[config.mk]
export PLATFORM = sky130hd
export DESIGN_NAME = buzzer_arbiter
export DESIGN_NICKNAME = d
export VERILOG_FILES = /design/src/rtl/buzzer_arbiter.sv
export SDC_FILE = /design/constraint.sdc
export NUM_CORES = 1
export LEC_CHECK = 0
export ABC_AREA = 1
export CORE_MARGIN = 2
export CORE_UTILIZATION = 30
export CTS_BUF_LIST = sky130_fd_sc_hd__clkbuf_4
export CTS_CLUSTER_SIZE = 30
export DETAILED_ROUTE_END_ITERATION = 12
export GPL_TIMING_DRIVEN = 0
export RECOVER_POWER = 25
export SYNTH_ARGS = -nofsm -noshare
export SYNTH_HDL_FRONTEND = slang
export SYNTH_SLANG_ARGS = --single-unit
export TNS_END_PERCENT = 100
[constraint.sdc]
create_clock -name clk -period 1.8 [get_ports clk]
set_input_delay 0.27 -clock clk [delete_from_list [all_inputs] [get_ports clk]]
set_output_delay 0.27 -clock clk [all_outputs]
set_load 0.05 [all_outputs]
[src/rtl/buzzer_arbiter.sv]
// Shares one time-multiplexed buzzer drive among NUM_REQ latched alarm requests.
// Round-robin by default; define BUZZER_ARB_FIXED_PRIORITY_EN for lowest-index-wins selection.
module buzzer_arbiter #(
  parameter int unsigned NUM_REQ    = 3,
  parameter int unsigned ON_CYCLES  = 31,
  parameter int unsigned GAP_CYCLES = 4,
  parameter int unsigned CNT_W      = 5
) (
  input  logic               clk,
  input  logic               rst,
  input  logic               ena,
  input  logic [NUM_REQ-1:0] req,
  input  logic               clear,
  output logic [NUM_REQ-1:0] buzz,
  output logic               busy,
  output logic [NUM_REQ-1:0] pending,
  output logic [NUM_REQ-1:0] overrun
);

  localparam int unsigned IDX_W    = (NUM_REQ > 1) ? $clog2(NUM_REQ) : 1;
  localparam int unsigned ON_LOAD  = ON_CYCLES - 1;
  localparam int unsigned GAP_LOAD = (GAP_CYCLES > 0) ? GAP_CYCLES - 1 : 0;

  typedef enum logic [1:0] {S_IDLE, S_ON, S_GAP} state_t;

  state_t             r_state, w_state_nx;
  logic [CNT_W-1:0]   r_cnt, w_cnt_nx;
  logic [NUM_REQ-1:0] r_buzz, w_buzz_nx;
  logic [NUM_REQ-1:0] r_pend, w_pend_nx;
  logic [NUM_REQ-1:0] r_ovr, w_ovr_nx;
  logic               r_busy;
  logic [NUM_REQ-1:0] w_take;
  logic               w_found;
  logic [IDX_W-1:0]   w_sel;

`ifdef BUZZER_ARB_FIXED_PRIORITY_EN
  // Lowest set pending index wins (descending scan, last hit kept).
  always_comb begin
    w_found = 1'b0;
    w_sel   = '0;
    for (int i = NUM_REQ - 1; i >= 0; i--) begin
      if (r_pend[IDX_W'(i)]) begin
        w_found = 1'b1;
        w_sel   = IDX_W'(i);
      end
    end
  end
`else
  logic [IDX_W-1:0] r_last, w_last_nx;

  // First set bit after r_last, wrapping; descending offset scan keeps the nearest.
  always_comb begin
    w_found = 1'b0;
    w_sel   = '0;
    for (int unsigned off = NUM_REQ; off >= 1; off--) begin
      int unsigned idx;
      idx = (32'(r_last) + off) % NUM_REQ;
      if (r_pend[IDX_W'(idx)]) begin
        w_found = 1'b1;
        w_sel   = IDX_W'(idx);
      end
    end
  end
`endif

  always_comb begin
    w_state_nx = r_state;
    w_cnt_nx   = r_cnt;
    w_buzz_nx  = r_buzz;
    w_take     = '0;
`ifndef BUZZER_ARB_FIXED_PRIORITY_EN
    w_last_nx  = r_last;
`endif
    case (r_state)
      S_IDLE: begin
        w_buzz_nx = '0;
        if (w_found) begin
          w_take     = NUM_REQ'(1) << w_sel;
          w_buzz_nx  = NUM_REQ'(1) << w_sel;
          w_cnt_nx   = CNT_W'(ON_LOAD);
          w_state_nx = S_ON;
`ifndef BUZZER_ARB_FIXED_PRIORITY_EN
          w_last_nx  = w_sel;
`endif
        end
      end
      S_ON: begin
        if (r_cnt != '0) begin
          w_cnt_nx = r_cnt - CNT_W'(1);
        end else begin
          w_buzz_nx = '0;
          if (GAP_CYCLES > 0) begin
            w_cnt_nx   = CNT_W'(GAP_LOAD);
            w_state_nx = S_GAP;
          end else begin
            w_cnt_nx   = '0;
            w_state_nx = S_IDLE;
          end
        end
      end
      S_GAP: begin
        w_buzz_nx = '0;
        if (r_cnt != '0) w_cnt_nx = r_cnt - CNT_W'(1);
        else             w_state_nx = S_IDLE;
      end
      default: begin
        w_buzz_nx  = '0;
        w_cnt_nx   = '0;
        w_state_nx = S_IDLE;
      end
    endcase

    // A re-request on the grant edge re-queues without flagging overrun.
    w_pend_nx = (r_pend & ~w_take) | req;
    w_ovr_nx  = r_ovr | (req & r_pend & ~w_take);

    if (clear) begin
      w_state_nx = S_IDLE;
      w_cnt_nx   = '0;
      w_buzz_nx  = '0;
      w_pend_nx  = '0;
      w_ovr_nx   = '0;
`ifndef BUZZER_ARB_FIXED_PRIORITY_EN
      w_last_nx  = r_last;
`endif
    end
  end

  always_ff @(posedge clk) begin
    if (rst) begin
      r_state <= S_IDLE;
      r_cnt   <= '0;
      r_buzz  <= '0;
      r_pend  <= '0;
      r_ovr   <= '0;
      r_busy  <= 1'b0;
`ifndef BUZZER_ARB_FIXED_PRIORITY_EN
      r_last  <= IDX_W'(NUM_REQ - 1);
`endif
    end else if (ena) begin
      r_state <= w_state_nx;
      r_cnt   <= w_cnt_nx;
      r_buzz  <= w_buzz_nx;
      r_pend  <= w_pend_nx;
      r_ovr   <= w_ovr_nx;
      r_busy  <= (w_state_nx != S_IDLE);
`ifndef BUZZER_ARB_FIXED_PRIORITY_EN
      r_last  <= w_last_nx;
`endif
    end
  end

  assign buzz    = r_buzz;
  assign busy    = r_busy;
  assign pending = r_pend;
  assign overrun = r_ovr;

endmodule

**Word level (Yosys, flattened, before mapping)**

Cells that the tools add are included.

- Word-level logic and storage cells: 65
- Register bits after elaboration: 19
- Output and inout port bits: 10
- Input port bits: 7

- $lt $le $gt $ge: 3
- $add $sub $neg: 4
- Muxes and demuxes: 29
- Shift-type cells: 1
- Div/mod/pow operators: 3
- Bitwise gates (word level): 7
- Reductions and logical operators: 6
- Equality and inequality tests: 5

Operator list:

| cell | count |
|---|---|
| $mod A32 B2 Y32 const B | 3 |
| $mux W5 | 4 |
| $mux W3 | 6 |
| $pmux W5 S3 | 1 |
| $mux W2 | 7 |
| $and A3 B3 Y3 | 3 |
| $lt A2 B3 Y1 const B | 3 |
| $ne A3 B3 Y1 const B | 3 |
| $add A2 B2 Y3 const B | 2 |
| $bmux W1 S2 | 3 |
| $mux W1 | 6 |
| $or A3 B3 Y3 | 2 |
| $pmux W2 S3 | 1 |
| $pmux W3 S2 | 1 |
| $reduce_bool A5 Y1 | 1 |
| $sub A5 B1 Y5 const B | 1 |
| $reduce_and A4 Y1 | 1 |
| $add A2 B1 Y3 const B | 1 |
| $not A3 Y3 | 1 |
| $reduce_and A3 Y1 | 1 |
| $shl A1 B2 Y3 const A | 1 |
| $eq A2 B1 Y1 const B | 1 |
| $eq A2 B2 Y1 const B | 1 |
| $logic_not A2 Y1 | 1 |
| 3 further kinds | 3 |

**Depth between registers and ports, before layout**

- Depth in word-level cells: 14
- Gate-level depth with buffers: 14
- Mapped depth without buffers: 14

**Least setup slack after synthesis**

OpenSTA, ideal clock, no wires.

- Kind: register to register
- Start: reg r_last[0]
- End: reg r_pend[0], in the netlist pending[0]
- Cell stages (with the launch flop): 15
- Setup time: 0.134 ns
- Data arrival time: 1.613 ns
- Required time: 1.666 ns
- Period minus slack after synthesis: 1.746 ns
- Buffers on the path: 0
- Setup slack: 0.054 ns
- Cells stage by stage: dfxtp_1 inv_1 ha_1 inv_2 nand2_1 nand3_1 nand2_2 nand2_2 nor2_4 nor2_2 nand3_2 nand2_1 nand2_1 nand2_1 a21oi_1

- Word-level cells in the longest chain between the ends: 14
- Elaborated cells on any way between the ends: 25
- Classes of those cells: add/sub: 3; div: 3; shift: 1; mux: 15; bitwise: 3

RTL lines:

| what | RTL line | text |
|---|---|---|
| start, declared | 49 | `logic [IDX_W-1:0] r_last, w_last_nx;` |
| start signal, assigned | 138 | `r_last <= IDX_W'(NUM_REQ - 1);` |
| start signal, assigned | 148 | `r_last <= w_last_nx;` |
| $add A2 B2 Y3 | 57 | `idx = (32'(r_last) + off) % NUM_REQ;` |
| $mod A32 B2 Y32 | 57 |  |
| $bmux W1 S2 | 58 | `if (r_pend[IDX_W'(idx)]) begin` |
| $mux W1 (implied by the code) | 58 |  |
| $mux W2 (3 in series) | 58 |  |
| $shl A1 B2 Y3 | 78 | `w_take = NUM_REQ'(1) << w_sel;` |
| $mux W3 (*) | 77 | `if (w_found) begin` |
| $mux W3 (*) | 74 | `case (r_state)` |
| $not A3 Y3 (*) | 114 | `w_pend_nx = (r_pend & ~w_take) \| req;` |
| $and A3 B3 Y3 (*) | 114 |  |
| $or A3 B3 Y3 (*) | 114 |  |
| $mux W3 (*) | 117 | `if (clear) begin` |
| end signal, assigned | 144 | `r_pend <= w_pend_nx;` |
| end, declared | 29 | `logic [NUM_REQ-1:0] r_pend, w_pend_nx;` |

Every way passes the cells marked *; elsewhere a longest branch is shown, timed or not. The select of a mux whose other input is x is not followed.
A chain may end at the register's enable or synchronous reset.

**Worst setup path in the final report**

- Start: reg r_buzz[0], in the netlist buzz[0]
- End: out buzz[0]

RTL lines:

| what | RTL line | text |
|---|---|---|
| start, declared | 28 | `logic [NUM_REQ-1:0] r_buzz, w_buzz_nx;` |
| start signal, assigned | 143 | `r_buzz <= w_buzz_nx;` |
| end, declared | 14 | `output logic [NUM_REQ-1:0] buzz,` |

No word-level cell between the ends.

==> results by group <==
Worst setup path
  • CP Launch Type: register
  • Worst setup path startpoint: buzz[0]
  • Worst Path Buf+Inv: 1
  • Crit path largest cell delay: 0.81 ns
  • FF-to-FF path depth: 12
  • Slowest cell on crit path: clkdlybuf4s50_1
  • Instance count on the critical path: 1
  • CP Data Arrival Time: 1.45 ns
  • Reg2Reg Setup Slack: about 0.10 ns
  • Worst Setup EP: buzz[0]
  • Largest delay contributor family on the critical path: buffers and inverters
  • CP Capture Type: output port
  • Worst Path Required: 1.53 ns
  • Cell Chain, Critical Path: clkdlybuf4s50_1
  • Critical register-to-register path startpoint: r_last[0]
  • Crit path max fanout: 2
  • Critical path type: reg -> out
  • FF-to-FF End: pending[1]

Placement
  • DP HPWL: roughly 2000 um
  • Port-buffer cells: 15
  • Placement Cell Area: about 1400 um^2
  • Placer Congestion: between 0.8 and 0.9
  • Placed Cells: between 200 and 250

Synthesis
  • Synth Warn #: 0
  • Synthesized area per cell: 6.76 um^2
  • Count leader, synth: nand2_1
  • Mapped Nets: about 190
  • Distinct cell type count after synthesis: 25
  • Synth Instances: roughly 170
  • Top FF cell, synth: dfxtp_1
  • Top post-synthesis cells by area: dfxtp_1 33%, nand2_1 11%, a21oi_1 9.4%
  • Async S/R FF share, synth: 0
  • Sequential area share after synthesis: 0.325
  • Mapped cell area: 1170 um^2
  • Synth area leader: dfxtp_1
  • Number of flops mapped to enable cells by yosys: 0
  • Synth cell count leaders: 35 x nand2_1, 26 x inv_1, 22 x a21oi_1, 19 x dfxtp_1, 10 x nor2_1
  • Synth Register Bits: 19
  • Synth top area share: 0.325

Clock network
  • Clock Path Buffers: 2
  • Root Buffer: clkbuf_4
  • Worst-path clk slew: approximately 0.11 ns
  • CTS Buf Count: 3
  • Sink Count: 19
  • Clk_lat worst skew: 0.30 ns
  • H-tree depth: 1
  • Hold buffers post-CTS: 0
  • CTS tree: yes

Pwr
  • LEAKAGE: about 0.00065 uW
  • Pwr per Cell Area: ~710 nW/um^2
  • Worst vdd ir: approximately 0.00028 V

Flow run
  • Max cap viols: 0

Cells and area
  • Multi-input gate area: 719 um^2
  • Finished Layout Cells: between 200 and 250
  • Fin util: 0.396
  • Antenna diodes: 0
  • Synth-to-layout area growth: 25.9%
  • Register Area: approximately 380 um^2
  • Ratio of cells with drive above 1 in the final layout: 0.201
  • Design area: roughly 1500 um^2
  • # fillers: between 400 and 500
  • Nets: 207

Routing
  • Drt first-iter violations: 38
  • Vias/cell: around 4.7
  • Router iterations before antenna repair: 4
  • Via count: about 1100
  • Routed Antenna Nets: 0
  • DRC Markers: 0
  • Avg WL per Cell: about 11 um
  • Total Wirelength: between 2000 and 3000 um

Floorplanning
  • Die footprint: roughly 4400 um^2
  • FP Rows: 22
  • Die Y: 66.4 um
  • Core footprint: approximately 3700 um^2
  • Num ports: 17
  • Chip width: approximately 66 um
  • Initial Util: 0.314

STA
  • Post-route setup TNS: 0 ns
  • Tightest Pin Transition: roughly 0.6 ns
  • Final-report setup violation count: 0
  • Min Clock Period, post-route: ~1.7 ns
  • Worst hold slack: a little under 0.4 ns
  • Worst slew margin: 0.611
  • Final Hold Viols: 0
  • Clock skew: around 0.0040 ns
  • Final Cycle Share: 0.958
  • Max Slew Vio Count: 0
  • Highest clock rate: 0.580 GHz

Hold path
  • Hold WC Path Type: in -> reg

GRT
  • Global-route wire length before repair: approximately 4500 um
  • Initial antenna violation count: 0
  • Vias in the first global route: between 1000 and 1500
  • Gr usage total: 0.130
  • Global route total overflow: 0
  • Largest net degree at the start of global routing: 11

Status
  • Outcome: finished clean
## area by class of cell
| type | instances | area share |
|---|---|---|
| Buffer | 1 | 0.00255 |
| Clock buffer | 4 | 0.0204 |
| Tap cell | 48 | 0.0408 |
| Timing Repair Buffer | 17 | 0.105 |
| Multi-Input combinational cell | 122 | 0.489 |
| Sequential cell | 19 | 0.261 |
| Inverter | 31 | 0.0808 |
## sequential cells by signal, indices dropped and copies added (netlist names)
name and cells:
pending 3, buzz 3, busy 1, r_last 2
overrun 3, r_cnt 5, r_state 2
## cells by family (layout without fill, tap and decap cells)
family / Yosys count / in the layout / synth area share
simple gates: 71 / 71 / 0.299
compound gates: 46 / 46 / 0.219
buf+inv: 32 / 53 / 0.103
flops: 19 / 19 / 0.325
fa+ha+maj: 5 / 5 / 0.0535
## metrics by stage
stage | power, uW | setup WS [ns]
floorplan | 710 | 0.0536
global placement | 788 | -0.135
detailed placement | 790 | -0.140
CTS | 1040 | 0.0264
global route | 1120 | -0.00385
finish | 1050 | 0.0752
## power by group
part	switching, uW	leakage, uW	internal (uW)
registers	24.0	0.000155	449
clock network	136	0.0000184	101
logic	220	0.000475	119
total	380	0.000649	670
## worst min path at each step
stage | startpoint | cells past startpoint | end | slack (ns)
2_1_floorplan | req[1] | 2 | overrun[1] | 0.41
3_3_place_gp | r_cnt[4] | 2 | r_cnt[4] | 0.45
3_5_place_dp | buzz[1] | 2 | buzz[1] | 0.46
4_1_cts | rst | 2 | r_last[0] | 0.39
5_1_grt | rst | 2 | pending[1] | 0.40
6_report | rst | 2 | pending[1] | 0.40
## cell usage in the layout (no fill, tap or decap), drive strengths merged
master / netlist / routed
a31oi: 3 / 3
nand3: 11 / 11
dfxtp: 19 / 19
inv: 31 / 31
o31ai: 1 / 1
o211ai: 2 / 2
a21oi: 22 / 22
a211oi: 2 / 2
nand2: 38 / 38
o21ai: 14 / 14
or2: 1 / 1
nand4: 4 / 4
buf: 0 / 2
nor3: 1 / 1
clkbuf: 1 / 6
ha: 5 / 5
nor2: 16 / 16
o21bai: 2 / 2
dlygate4sd2: 0 / 3
clkdlybuf4s50: 0 / 11
## layer usage
metal / wire [um] / vias to the layer above / GRT usage
met5: 0 / - / 0
met4: 17 / 0 / 0.0383
met3: 83 / 2 / 0.0256
met2: 1180 / 14 / 0.203
met1: 1420 / 514 / 0.182
li1: - / 613 / -
## repair_timing
item                       in CTS  in global routing
buffers inserted                1                  1
setup endpoints to repair      21                 19
pin swaps                       0                  6
gates resized for setup         5                 19
Power figures use the tool's default switching activity.
